File: src/rtl/fetch_exec_sequencer_if.sv
// Signal bundle between the nic8 fetch/execute sequencer (slave) and the datapath/debug host (master).
// Counter widths CW/IW must match the sequencer instance they connect to.
interface fetch_exec_sequencer_if #(
    parameter int CW = 16,
    parameter int IW = 16
);
    // Timing of the signals in this bundle:
    // - The requests (haltReq, runReq) are levels, sampled on the rising clock edge.
    // - stepReq acts on its rising edge.
    // - The strobes (clrPC, loadIR, incPC, execEn) are qualifiers that are valid
    //   for the whole current cycle and act on the next rising edge.
    // - There is no backpressure: the datapath always accepts a strobe in the
    //   cycle it is raised.
    logic [7:0]    ir;
    logic          haltReq;
    logic          runReq;
    logic          stepReq;
    logic          clrPC;
    logic          loadIR;
    logic          incPC;
    logic          execEn;
    logic          halted;
    logic [1:0]    phase;
    logic [CW-1:0] cycleCount;
    logic [IW-1:0] instrCount;

    modport master (
        output ir, haltReq, runReq, stepReq,
        input  clrPC, loadIR, incPC, execEn, halted, phase, cycleCount, instrCount
    );

    modport slave (
        input  ir, haltReq, runReq, stepReq,
        output clrPC, loadIR, incPC, execEn, halted, phase, cycleCount, instrCount
    );
endinterface

File: src/rtl/fetch_exec_sequencer.sv
// Two-phase fetch/execute sequencer for the nic8 CPU with halt/run control and debug counters.
// Optional single-step support is compiled in when SEQ_SINGLE_STEP_EN is defined.
module fetch_exec_sequencer #(
    parameter int         RESET_CYCLES = 2,
    parameter logic [2:0] HALT_DEST    = 3'd7,
    parameter int         CW           = 16,
    parameter int         IW           = 16
) (
    input  logic                   clk,
    input  logic                   reset,
    fetch_exec_sequencer_if.slave  bus
);
    localparam int RW = (RESET_CYCLES > 1) ? $clog2(RESET_CYCLES) : 1;

    typedef enum logic [1:0] {
        ST_RESET = 2'd0,
        ST_FETCH = 2'd1,
        ST_EXEC  = 2'd2,
        ST_HALT  = 2'd3
    } state_t;

    state_t        r_state;
    state_t        w_next_state;
    logic [RW-1:0] r_rst_cnt;
    logic [CW-1:0] r_cycle_cnt;
    logic [IW-1:0] r_instr_cnt;

    logic w_halt_op;
    logic w_step_pending;
    logic w_clr_pc;
    logic w_load_ir;
    logic w_inc_pc;
    logic w_exec_en;
    logic w_halted;
    logic w_unused;

`ifdef SEQ_SINGLE_STEP_EN
    logic r_step_q;
    logic r_step_latch;
    logic w_step_edge;

    assign w_step_edge    = bus.stepReq & ~r_step_q;
    assign w_step_pending = r_step_latch;
    assign w_unused       = bus.ir[7] ^ bus.ir[3];
`else
    // Set when HALT was entered through the halt opcode; only reset leaves that HALT.
    logic r_halt_op;

    assign w_step_pending = 1'b0;
    assign w_unused       = bus.ir[7] ^ bus.ir[3] ^ bus.stepReq;
`endif

    assign w_halt_op = (bus.ir[6:4] == HALT_DEST);

    always_comb begin
        w_next_state = r_state;
        w_clr_pc     = 1'b0;
        w_load_ir    = 1'b0;
        w_inc_pc     = 1'b0;
        w_exec_en    = 1'b0;
        w_halted     = 1'b0;
        case (r_state)
            ST_RESET: begin
                w_clr_pc = 1'b1;
                if (r_rst_cnt == '0) begin
                    w_next_state = ST_FETCH;
                end
            end
            ST_FETCH: begin
                w_load_ir    = 1'b1;
                w_inc_pc     = 1'b1;
                w_next_state = ST_EXEC;
            end
            ST_EXEC: begin
                // A halt opcode retires without touching the datapath.
                w_exec_en = ~w_halt_op;
                w_inc_pc  = (bus.ir[2:0] == 3'b000);
                if (w_halt_op || bus.haltReq || w_step_pending) begin
                    w_next_state = ST_HALT;
                end else begin
                    w_next_state = ST_FETCH;
                end
            end
            ST_HALT: begin
                w_halted = 1'b1;
`ifdef SEQ_SINGLE_STEP_EN
                if (bus.runReq || w_step_edge) begin
                    w_next_state = ST_FETCH;
                end
`else
                if (bus.runReq && !r_halt_op) begin
                    w_next_state = ST_FETCH;
                end
`endif
            end
            default: begin
                w_next_state = ST_RESET;
            end
        endcase
    end

    always_ff @(posedge clk) begin
        if (reset) begin
            r_state     <= ST_RESET;
            r_rst_cnt   <= RW'(RESET_CYCLES - 1);
            r_cycle_cnt <= '0;
            r_instr_cnt <= '0;
        end else begin
            r_state <= w_next_state;
            if (r_state == ST_RESET && r_rst_cnt != '0) begin
                r_rst_cnt <= r_rst_cnt - RW'(1);
            end
            if (r_state != ST_HALT) begin
                r_cycle_cnt <= r_cycle_cnt + CW'(1);
            end
            if (r_state == ST_EXEC) begin
                r_instr_cnt <= r_instr_cnt + IW'(1);
            end
        end
    end

`ifdef SEQ_SINGLE_STEP_EN
    // Edges seen outside HALT are dropped; the latch only arms from HALT.
    always_ff @(posedge clk) begin
        if (reset) begin
            r_step_q     <= 1'b0;
            r_step_latch <= 1'b0;
        end else begin
            r_step_q <= bus.stepReq;
            if (r_state == ST_HALT) begin
                if (bus.runReq) begin
                    r_step_latch <= 1'b0;
                end else if (w_step_edge) begin
                    r_step_latch <= 1'b1;
                end
            end else if (r_state == ST_EXEC && w_next_state == ST_HALT) begin
                r_step_latch <= 1'b0;
            end
        end
    end
`else
    always_ff @(posedge clk) begin
        if (reset) begin
            r_halt_op <= 1'b0;
        end else if (r_state == ST_EXEC && w_halt_op) begin
            r_halt_op <= 1'b1;
        end
    end
`endif

    assign bus.clrPC      = w_clr_pc;
    assign bus.loadIR     = w_load_ir;
    assign bus.incPC      = w_inc_pc;
    assign bus.execEn     = w_exec_en;
    assign bus.halted     = w_halted;
    assign bus.phase      = r_state;
    assign bus.cycleCount = r_cycle_cnt;
    assign bus.instrCount = r_instr_cnt;
endmodule

File: src/flat_wrapper.sv
// flat-port wrapper written by rule: the top's interface ports become plain ports
module fetch_exec_sequencer_flat 
#(
    parameter int         RESET_CYCLES = 2,
    parameter logic [2:0] HALT_DEST    = 3'd7,
    parameter int         CW           = 16,
    parameter int         IW           = 16
)
  (clk, reset, bus_ir, bus_haltReq, bus_runReq, bus_stepReq, bus_clrPC, bus_loadIR, bus_incPC, bus_execEn, bus_halted, bus_phase, bus_cycleCount, bus_instrCount);
  fetch_exec_sequencer_if #(.CW(CW), .IW(IW)) bus_i ();
  input  logic clk;
  input  logic reset;
  input wire logic [$bits(bus_i.ir)-1:0] bus_ir;
  input wire logic [$bits(bus_i.haltReq)-1:0] bus_haltReq;
  input wire logic [$bits(bus_i.runReq)-1:0] bus_runReq;
  input wire logic [$bits(bus_i.stepReq)-1:0] bus_stepReq;
  output wire logic [$bits(bus_i.clrPC)-1:0] bus_clrPC;
  output wire logic [$bits(bus_i.loadIR)-1:0] bus_loadIR;
  output wire logic [$bits(bus_i.incPC)-1:0] bus_incPC;
  output wire logic [$bits(bus_i.execEn)-1:0] bus_execEn;
  output wire logic [$bits(bus_i.halted)-1:0] bus_halted;
  output wire logic [$bits(bus_i.phase)-1:0] bus_phase;
  output wire logic [$bits(bus_i.cycleCount)-1:0] bus_cycleCount;
  output wire logic [$bits(bus_i.instrCount)-1:0] bus_instrCount;
  assign bus_i.ir = bus_ir;
  assign bus_i.haltReq = bus_haltReq;
  assign bus_i.runReq = bus_runReq;
  assign bus_i.stepReq = bus_stepReq;
  assign bus_clrPC = bus_i.clrPC;
  assign bus_loadIR = bus_i.loadIR;
  assign bus_incPC = bus_i.incPC;
  assign bus_execEn = bus_i.execEn;
  assign bus_halted = bus_i.halted;
  assign bus_phase = bus_i.phase;
  assign bus_cycleCount = bus_i.cycleCount;
  assign bus_instrCount = bus_i.instrCount;
  fetch_exec_sequencer #(.RESET_CYCLES(RESET_CYCLES), .HALT_DEST(HALT_DEST), .CW(CW), .IW(IW)) u_core (.clk(clk), .reset(reset), .bus(bus_i));
endmodule
File: config.mk
export PLATFORM = sky130hd
export DESIGN_NAME = fetch_exec_sequencer_flat
export DESIGN_NICKNAME = d
export VERILOG_FILES = /design/src/rtl/fetch_exec_sequencer_if.sv /design/src/rtl/fetch_exec_sequencer.sv /design/src/flat_wrapper.sv
export SDC_FILE = /design/constraint.sdc
export NUM_CORES = 1
export LEC_CHECK = 0
export ABC_AREA = 1
export BUFFER_PORTS_ARGS = -buffer_cell sky130_fd_sc_hd__clkbuf_2
export CAP_MARGIN = 10
export CORE_AREA = 2 2 65 67
export CTS_BUF_LIST = sky130_fd_sc_hd__clkbuf_8
export CTS_CLUSTER_SIZE = 14
export DETAILED_ROUTE_END_ITERATION = 16
export DIE_AREA = 0 0 67 69
export HOLD_SLACK_MARGIN = 0.03
export PLACE_DENSITY = 0.76
export RECOVER_POWER = 25
export SETUP_SLACK_MARGIN = 0.2
export SYNTH_ARGS = -nofsm -noshare
export SYNTH_HDL_FRONTEND = slang
export SYNTH_SLANG_ARGS = --single-unit
File: constraint.sdc
create_clock -name clk -period 1.3 [get_ports clk]
set_input_delay 0.13 -clock clk [delete_from_list [all_inputs] [get_ports clk]]
set_output_delay 0.13 -clock clk [all_outputs]
set_load 0.05 [all_outputs]
==> impl_metrics.env, run 1 <==
export IMPL_synth_most_common_cell="nand2_1"
export IMPL_violations="setup timing"
export IMPL_finalNonFillerCells=389
export IMPL_whs_ns=0.229
export IMPL_max_vdd_ir_drop_mv=0.943
export IMPL_ys_top_cells_by_count="nand2_1, nor2_1, dfxtp_1"
export IMPL_htree_levels=2
export IMPL_ios=52
export IMPL_grt_first_pass_wirelength_um=7990
export IMPL_path_class="register to register"
export IMPL_synth_edf_count=0
export IMPL_synthCells=258
export IMPL_finalCritPeriodShare_pct=123
export IMPL_setup_tns_ns=-3.48
export IMPL_finClkSkew_ns=0.00983
export IMPL_ys_flop_type="dfxtp_1"
export IMPL_drc=0
export IMPL_dp_cells=359
export IMPL_die_x_um=67
export IMPL_num_vias=1982
export IMPL_ant_nets=0
export IMPL_clk_insertion_delay_late_ns=0.29
export IMPL_worstPathArrival_ns=1.77
export IMPL_outcome="complete, but fails checks"
export IMPL_dieArea_um2=4620
export IMPL_ys_warn_count=0
export IMPL_gp_congestion=0.805
export IMPL_syn_avg_cell_area_um2=7.10
export IMPL_start_util_pct=46.8
export IMPL_syn_area_um2=1830
export IMPL_cp_required_ns=1.48
export IMPL_async_flop_share_pct=0
export IMPL_areaGrowthSynthToFinish_pct=65.7
export IMPL_diodes=0
export IMPL_endpoint_kind="register"
export IMPL_synthTopCellsByArea="dfxtp_1, nand2_1, nor2_1, inv_1, a21oi_1"
export IMPL_power_mw=4.41
export IMPL_dp_slack_ns=-0.0756
export IMPL_grt_ovfl_total=0
export IMPL_setup_violations=34
export IMPL_cts_tree="yes"
export IMPL_maxSlewViolCount=0
export IMPL_synth_cell_types=32
export IMPL_rsz0062_at_grt="true"
export IMPL_first_global_vias=1777
export IMPL_chipHeight_um=69
export IMPL_netlist_area_leader_share_pct=39.3
export IMPL_grt_max_degree=21
export IMPL_antenna_found_initial=0
export IMPL_rows=23
export IMPL_cts_sinks=36
export IMPL_max_clock_freq_mhz=627
export IMPL_p_per_area_nw_per_um2=1450
export IMPL_viasPerCell=5.10
export IMPL_hold_class="input pin to register"
export IMPL_finalCriticalPeriod_ns=1.59
export IMPL_setup_ws_ns=-0.294
export IMPL_wire_per_inst_um=13.9
export IMPL_ctsHoldBuffers=0
export IMPL_worst_pin_slew_ns=0.315
export IMPL_clk_path_buf_depth=2
export IMPL_slew_headroom_pct=79.0
export IMPL_drt_wl_total_um=5390
export IMPL_maxCapViolCount=0
export IMPL_drtIter0Drc=96
export IMPL_start_kind="register"
export IMPL_netlist_top_cell_by_area="dfxtp_1"
export IMPL_firstDrtPassIters=4
export IMPL_synth_seq_cells=36
export IMPL_grt_usage_pct=21.9
export IMPL_core_area_um2=3910
export IMPL_layout_drive_gt1_share_pct=52.2
export IMPL_nFillCells=265
export IMPL_numCtsBuffers=5
export IMPL_syn_nets=278
export IMPL_clkTransAtPathRegs_ns=0.08
export IMPL_port_buffers=48
export IMPL_cts_root_buf="clkbuf_8"
export IMPL_p_leak_nw=1.29
export IMPL_final_nets=358
export IMPL_critPathMaxFanout=5
export IMPL_dpl_hpwl_um=3150
export IMPL_hold_viol_final=0
export IMPL_yosysSeqAreaShare_pct=39.3
[worst max-delay path, cell delays in order, from the launching register on]
cell and delay, ns:
dfxtp_4 0.37, inv_4 0.07, ha_4 0.15, inv_4 0.04, buf_4 0.12, buf_6 0.11, nor3_4 0.20, nand2_1 0.14
o21ai_1 0.19, a21oi_1 0.07
[flip-flops by register name (all words and copies together) (netlist names)]
register and cells:
u_core.bus.instrCount 16, u_core.r_rst_cnt 1, u_core.bus.phase 2, u_core.r_halt_op 1, u_core.bus.cycleCount 16
[routing by layer]
| layer | vias to the layer above | share of wire, % | GRT usage [%] |
|---|---|---|---|
| met5 | - | 0 | 0 |
| met4 | 0 | 2.7 | 4.31 |
| met3 | 15 | 3.5 | 5.55 |
| met2 | 48 | 54 | 39.4 |
| met1 | 921 | 40 | 25.6 |
| li1 | 998 | - | - |
[area by class of cell]
type | instances | area [um^2] | share of cell area [%]
sequential | 36 | 773 | 25.5
multi-input combinational | 183 | 1250 | 41.3
inverter | 35 | 145 | 4.78
clock buffer | 7 | 96.3 | 3.17
tap | 50 | 62.6 | 2.06
clock inverter | 1 | 30.0 | 0.988
timing repair buffer | 77 | 676 | 22.2
[kinds of logic (layout without fill, tap and decap cells)]
kind of cell / after synthesis / after routing / synth area share [%]
XOR/XNOR: 2 / 2 / 0.956
adder cells (fa/ha/maj): 7 / 7 / 4.78
flip-flops: 36 / 36 / 39.3
AND/OR/NAND/NOR: 130 / 130 / 34.0
AO/OA/AOI/OAI: 44 / 44 / 12.7
buffers and inverters: 39 / 120 / 8.26
[placed cells by master, fill, tap and decap left out, drive strengths merged]
cell type  instances
nor4               1
and3               1
xnor2              1
nor2              45
a21oi             23
clkbuf            42
bufinv             1
o21bai             2
nand4              6
or2                1
o21ai             16
xor2               1
clkinvlp           1
a211oi             1
nand2             54
dfxtp             36
nand3             16
buf               42
nand3b             1
ha                 7
o21a               2
inv               34
nor3               5
[where the power goes]
group / internal, mW / leakage [nW] / switching (mW) / total (mW)
registers: 1.23 / 0.307 / 0.152 / 1.38
clock network: 0.677 / 0.0645 / 0.415 / 1.09
logic: 0.904 / 0.923 / 1.04 / 1.94
total: 2.81 / 1.29 / 1.61 / 4.41
[path summary, 6_finish.rpt]
check                                                 to  depth (start not counted)                startpoint  slack (ns)
worst max-delay path            u_core.bus.instrCount[6]                          9       u_core.bus.phase[0]       -0.29
worst min-delay path            u_core.bus.cycleCount[0]                          3                     reset        0.23
worst max register to register  u_core.bus.instrCount[6]                          9       u_core.bus.phase[0]       -0.29
worst min register to register  u_core.bus.instrCount[8]                          2  u_core.bus.instrCount[8]        0.49
[through the flow]
stage                     instance area, um^2  utilization (%)
after floorplan                          2010                -
after global placement                   2360             60.2
after detailed placement                 2360             60.2
after CTS                                2790             71.3
after global routing                     3040             77.6
final                                    3040             77.6
[what timing repair did]
item,in CTS,in global routing
pin swaps,11,21
resized for setup,50,62
gates cloned,0,0
buffers inserted,10,12
setup endpoints to repair,38,60
Note: power is estimated with default switching activity, not from simulation.
==> run 2, diff against run 1 <==
- PLACE_DENSITY: 0.76 -> 0.73
==> run 2 against run 1 <==
Effect of this change:
- fmax up 5.5%
- the flow still finishes with violations (setup timing)
- critical path type is now register to output pin
- core utilization down 1.3 points
- total power down 6.9%
==> impl_metrics.env, run 2 (same netlist as run 1, synthesis figures left out) <==
export IMPL_ant_nets=0
export IMPL_diodes=0
export IMPL_p_switching_mw=1.62
export IMPL_grt_ovfl_total=0
export IMPL_critPathMaxFanout=3
export IMPL_worst_pin_slew_ns=0.384
export IMPL_grt_usage_pct=21.9
export IMPL_grt_max_degree=20
export IMPL_final_nets=358
export IMPL_numCtsBuffers=5
export IMPL_postLayoutCellArea_um2=2990
export IMPL_whs_ns=0.214
export IMPL_setup_ws_ns=-0.211
export IMPL_hold_viol_final=0
export IMPL_first_global_vias=1797
export IMPL_cts_tree="yes"
export IMPL_rows=23
export IMPL_grt_first_pass_wirelength_um=7870
export IMPL_clk_insertion_delay_late_ns=0.30
export IMPL_p_per_area_nw_per_um2=1380
export IMPL_drc=0
export IMPL_chipHeight_um=69
export IMPL_final_cell_mix="nand2_1, nor2_1, inv_1"
export IMPL_dp_cells=362
export IMPL_p_leak_nw=1.28
export IMPL_layout_drive_gt1_share_pct=52.8
export IMPL_cp_required_ns=1.17
export IMPL_drt_wl_total_um=5280
export IMPL_pwr_share_comb_pct=47.7
export IMPL_finClkSkew_ns=0.0115
export IMPL_viasPerCell=5.11
export IMPL_maxSlewViolCount=0
export IMPL_endpoint_kind="output pin"
export IMPL_p_int_mw=2.49
export IMPL_power_mw=4.11
export IMPL_port_buffers=48
export IMPL_cts_root_buf="clkbuf_8"
export IMPL_maxCapViolCount=0
export IMPL_dp_slack_ns=-0.0642
export IMPL_dieArea_um2=4620
export IMPL_pwr_share_clk_pct=19.0
export IMPL_fin_util_pct=76.3
export IMPL_violations="setup timing"
export IMPL_worstPathArrival_ns=1.38
export IMPL_core_area_um2=3910
export IMPL_swShare_pct=39.4
export IMPL_antenna_found_initial=0
export IMPL_outcome="complete, but fails checks"
export IMPL_slew_headroom_pct=74.3
export IMPL_layout_commonest_cell="nand2_1"
export IMPL_wire_per_inst_um=13.6
export IMPL_finalCritPeriodShare_pct=116
export IMPL_max_clock_freq_mhz=662
export IMPL_setup_violations=30
export IMPL_clk_path_buf_depth=2
export IMPL_rsz0062_at_grt="true"
export IMPL_drtIter0Drc=121
export IMPL_ff2ff_setup_slack_ns=-0.17
export IMPL_start_kind="register"
export IMPL_num_vias=1989
export IMPL_firstDrtPassIters=4
export IMPL_p_seq_share_pct=33.4
export IMPL_start_util_pct=46.8
export IMPL_path_class="register to output pin"
export IMPL_hold_class="input pin to register"
export IMPL_ios=52
export IMPL_setup_tns_ns=-2.89
export IMPL_finalCriticalPeriod_ns=1.51
export IMPL_nFillCells=275
export IMPL_die_x_um=67
export IMPL_clkTransAtPathRegs_ns=0.08
export IMPL_dpl_hpwl_um=3120
export IMPL_gp_congestion=0.786
export IMPL_max_vdd_ir_drop_mv=1.18
export IMPL_cts_sinks=36
export IMPL_placed_area_um2=2380
export IMPL_finalNonFillerCells=389
export IMPL_htree_levels=2
export IMPL_areaGrowthSynthToFinish_pct=63.0
## run 2: cell types whose count changed in the layout (fill, tap and decap cells not counted), moves of 3 or more
cell and change:
buf_6 +4, buf_4 -5, clkbuf_2 +5, a21oi_1 -3
clkbuf_4 -4
## run 2: power groups by stage
stage / Clock [mW] / Combinational (mW) / Sequential [mW]
floorplan: 0 / 0.651 / 1.62
detailed placement: 0 / 1.18 / 1.38
finish: 0.780 / 1.96 / 1.37
CTS: 0.780 / 1.60 / 1.35
global route: 0.831 / 2.08 / 1.38
global placement: 0 / 1.17 / 1.37
## run 2: cell type report
| cell class | instances | area [um^2] | share of cell area, % |
|---|---|---|---|
| Inverter | 35 | 145 | 4.86 |
| Sequential cell | 36 | 771 | 25.8 |
| Clock buffer | 5 | 68.8 | 2.30 |
| Multi-Input combinational cell | 183 | 1280 | 42.8 |
| Timing Repair Buffer | 77 | 648 | 21.7 |
| Clock inverter | 3 | 12.5 | 0.419 |
| Tap cell | 50 | 62.6 | 2.09 |
## run 2: timing repair
item,in CTS,in global routing
gates resized for setup,45,72
pin swaps,11,30
setup endpoints to repair,42,58
hold buffers,0,0
buffers inserted,8,11
## run 2: critical path, stage by stage (launching register included)
cell,delay [ns]
dfxtp_4,0.36
inv_4,0.07
ha_4,0.14
inv_4,0.04
or2_4,0.23
clkinvlp_4,0.08
clkbuf_16,0.16
## run 2: path summary, 6_finish.rpt
check                      startpoint                        end  depth (start not counted)
min reg2reg  u_core.bus.instrCount[0]   u_core.bus.instrCount[0]                          1
min                             reset   u_core.bus.instrCount[4]                          3
max reg2reg       u_core.bus.phase[0]  u_core.bus.instrCount[11]                          9
max               u_core.bus.phase[0]                 bus_execEn                          6
## run 2: per-layer routing
layer	GRT usage (%)	wire [um]	vias up	part of all wire (%)
li1	-	-	990	-
met1	26.3	2080	915	39
met2	36.5	2710	66	51
met3	5.22	288	18	5.5
met4	8.84	195	0	3.7
met5	0	0	-	0
==> run 3, diff against run 2 <==
--- a/config.mk
+++ b/config.mk
@@ -8,3 +8,3 @@
 export ABC_AREA = 1
-export BUFFER_PORTS_ARGS = -buffer_cell sky130_fd_sc_hd__clkbuf_2
+export BUFFER_PORTS_ARGS = -buffer_cell sky130_fd_sc_hd__buf_4
 export CAP_MARGIN = 10
==> constraint.sdc (replaced) <==
create_clock -name clk -period 1.3 [get_ports clk]
set_input_delay 0.39 -clock clk [delete_from_list [all_inputs] [get_ports clk]]
set_output_delay 0.39 -clock clk [all_outputs]
set_load 0.05 [all_outputs]
==> run 3 against run 2 <==
Effect of this change:
- the run still ends with setup timing left
- core utilization grew 7.8 points
- clock skew decreased by 0.0072 ns
- first-iteration DRC count down 11%
- register-to-register slack lost 0.13 ns
- final cell count is 3.9% higher
- worst setup slack got worse by 0.24 ns
- sequential share of layout area is 0.57 points lower
- clock power down 5.5%
- critical endpoint is now bus_incPC
- non-clock buffer count up 16
- worst hold slack improved by 0.15 ns
- via count increased by 4.7%
- critical path depth is 2 lower
==> impl_metrics.env, run 3 (same netlist as run 1, synthesis figures left out) <==
export IMPL_worst_path_buf_inv=2
export IMPL_num_vias=2083
export IMPL_maxCapViolCount=0
export IMPL_ff2ff_path_depth=11
export IMPL_clkTransAtPathRegs_ns=0.07
export IMPL_critPathMaxFanout=5
export IMPL_r2r_end="u_core.bus.instrCount[14]"
export IMPL_holdPathStages=3
export IMPL_cts_sinks=36
export IMPL_multi_input_area_um2=1160
export IMPL_viasPerCell=5.16
export IMPL_numCtsBuffers=5
export IMPL_wire_per_inst_um=14.7
export IMPL_diodes=0
export IMPL_ant_nets=0
export IMPL_maxSlewViolCount=0
export IMPL_dpl_hpwl_um=3110
export IMPL_fin_util_pct=84.1
export IMPL_first_global_vias=2000
export IMPL_drtIter0Drc=108
export IMPL_final_nets=374
export IMPL_die_x_um=67
export IMPL_dp_slack_ns=-0.258
export IMPL_start_util_pct=46.8
export IMPL_violations="setup timing"
export IMPL_setup_tns_ns=-5.83
export IMPL_finalCritPeriodShare_pct=135
export IMPL_ctsHoldBuffers=0
export IMPL_setup_ws_ns=-0.452
export IMPL_worstPathArrival_ns=1.36
export IMPL_layout_commonest_cell="buf_4"
export IMPL_power_mw=3.86
export IMPL_drt_wl_total_um=5960
export IMPL_clk_path_buf_depth=2
export IMPL_htree_levels=2
export IMPL_finalCriticalPeriod_ns=1.75
export IMPL_gp_congestion=0.820
export IMPL_setup_violations=34
export IMPL_seq_area_um2=831
export IMPL_layout_drive_gt1_share_pct=51.4
export IMPL_ios=52
export IMPL_p_per_area_nw_per_um2=1170
export IMPL_path_class="register to output pin"
export IMPL_final_cell_mix="buf_4, nand2_1, buf_8"
export IMPL_drc=0
export IMPL_dieArea_um2=4620
export IMPL_outcome="complete, but fails checks"
export IMPL_critical_path_top_delay_family="flip-flops"
export IMPL_p_leak_nw=1.43
export IMPL_slowest_delay_ns=0.40
export IMPL_max_vdd_ir_drop_mv=1.50
export IMPL_finalNonFillerCells=404
export IMPL_grt_max_degree=17
export IMPL_path_cells="inv_2 > ha_2 > o21a_4 > buf_8"
export IMPL_firstDrtPassIters=4
export IMPL_hold_path_end="u_core.bus.instrCount[3]"
export IMPL_cts_tree="yes"
export IMPL_cts_root_buf="clkbuf_8"
export IMPL_dp_cells=367
export IMPL_slowest_stage="dfxtp_4"
export IMPL_hold_class="input pin to register"
export IMPL_cp_required_ns=0.91
export IMPL_ff2ff_setup_slack_ns=-0.30
export IMPL_slew_headroom_pct=83.1
export IMPL_hold_viol_final=0
export IMPL_finClkSkew_ns=0.00428
export IMPL_grt_ovfl_total=0
export IMPL_grt_first_pass_wirelength_um=8610
export IMPL_nFillCells=238
export IMPL_start_kind="register"
export IMPL_max_clock_freq_mhz=571
export IMPL_antenna_found_initial=0
export IMPL_r2r_start="u_core.bus.phase[0]"
export IMPL_endpoint_kind="output pin"
export IMPL_hp_start="reset"
export IMPL_core_area_um2=3910
export IMPL_rows=23
export IMPL_areaGrowthSynthToFinish_pct=79.7
export IMPL_grt_usage_pct=23.6
export IMPL_rsz0062_at_grt="true"
export IMPL_clk_insertion_delay_late_ns=0.28
export IMPL_chipHeight_um=69
export IMPL_worst_pin_slew_ns=0.250
export IMPL_port_buffers=48
[run 3: metrics by stage]
step	instance area, um^2	hold WS (ns)
floorplan	1960	0.436
global placement	2470	0.454
finish	3290	0.360
global route	3290	0.365
detailed placement	2470	0.454
CTS	3120	0.346
[run 3: timing repair]
item                                    4_1_cts  5_1_grt
endpoints found under the setup margin       68       72
cloned                                        0        0
setup buffers                                24        6
resized for setup                           123       37
pin swaps                                    10       14
[run 3: cell type report]
| class | instances | share of cell area (%) |
|---|---|---|
| inverter | 35 | 4.33 |
| timing repair buffer | 93 | 30.9 |
| tap | 50 | 1.90 |
| clock inverter | 2 | 0.228 |
| clock buffer | 5 | 2.09 |
| multi-input combinational | 183 | 35.3 |
| sequential | 36 | 25.2 |
[run 3: worst max-delay path by stage]
stage / from / end / slack [ns] / cells past startpoint
global route: u_core.bus.phase[1] / bus_incPC / -0.50 / 4
floorplan: u_core.bus.phase[0] / bus_execEn / -0.29 / 6
detailed placement: bus_ir[6] / bus_execEn / -0.26 / 5
global placement: bus_ir[6] / bus_execEn / -0.25 / 5
finish: u_core.bus.phase[1] / bus_incPC / -0.45 / 4
CTS: u_core.bus.phase[0] / bus_incPC / -0.43 / 6
[run 3: power breakdown]
group	switching (mW)	leakage, nW	internal, mW
Combinational	0.979	1.06	0.802
Clock	0.384	0.0466	0.353
Sequential	0.157	0.316	1.19
[run 3: per-layer routing]
layer  up-vias  wire length, um  global-route usage [%]
met5         -                0                       0
met2        57             3340                    42.7
met4         0               76                    7.26
met3        10              216                    4.08
met1       986             2330                    27.4
li1       1030                -                       -
[run 3: worst register-to-register path, cell delays in order, from the launching register on]
cell,delay [ns]
dfxtp_4,0.37
inv_4,0.07
ha_4,0.14
inv_4,0.04
buf_4,0.12
buf_6,0.10
buf_6,0.11
nor3_4,0.21
nand4_1,0.15
nand2_1,0.09
inv_1,0.04
nor2_1,0.09
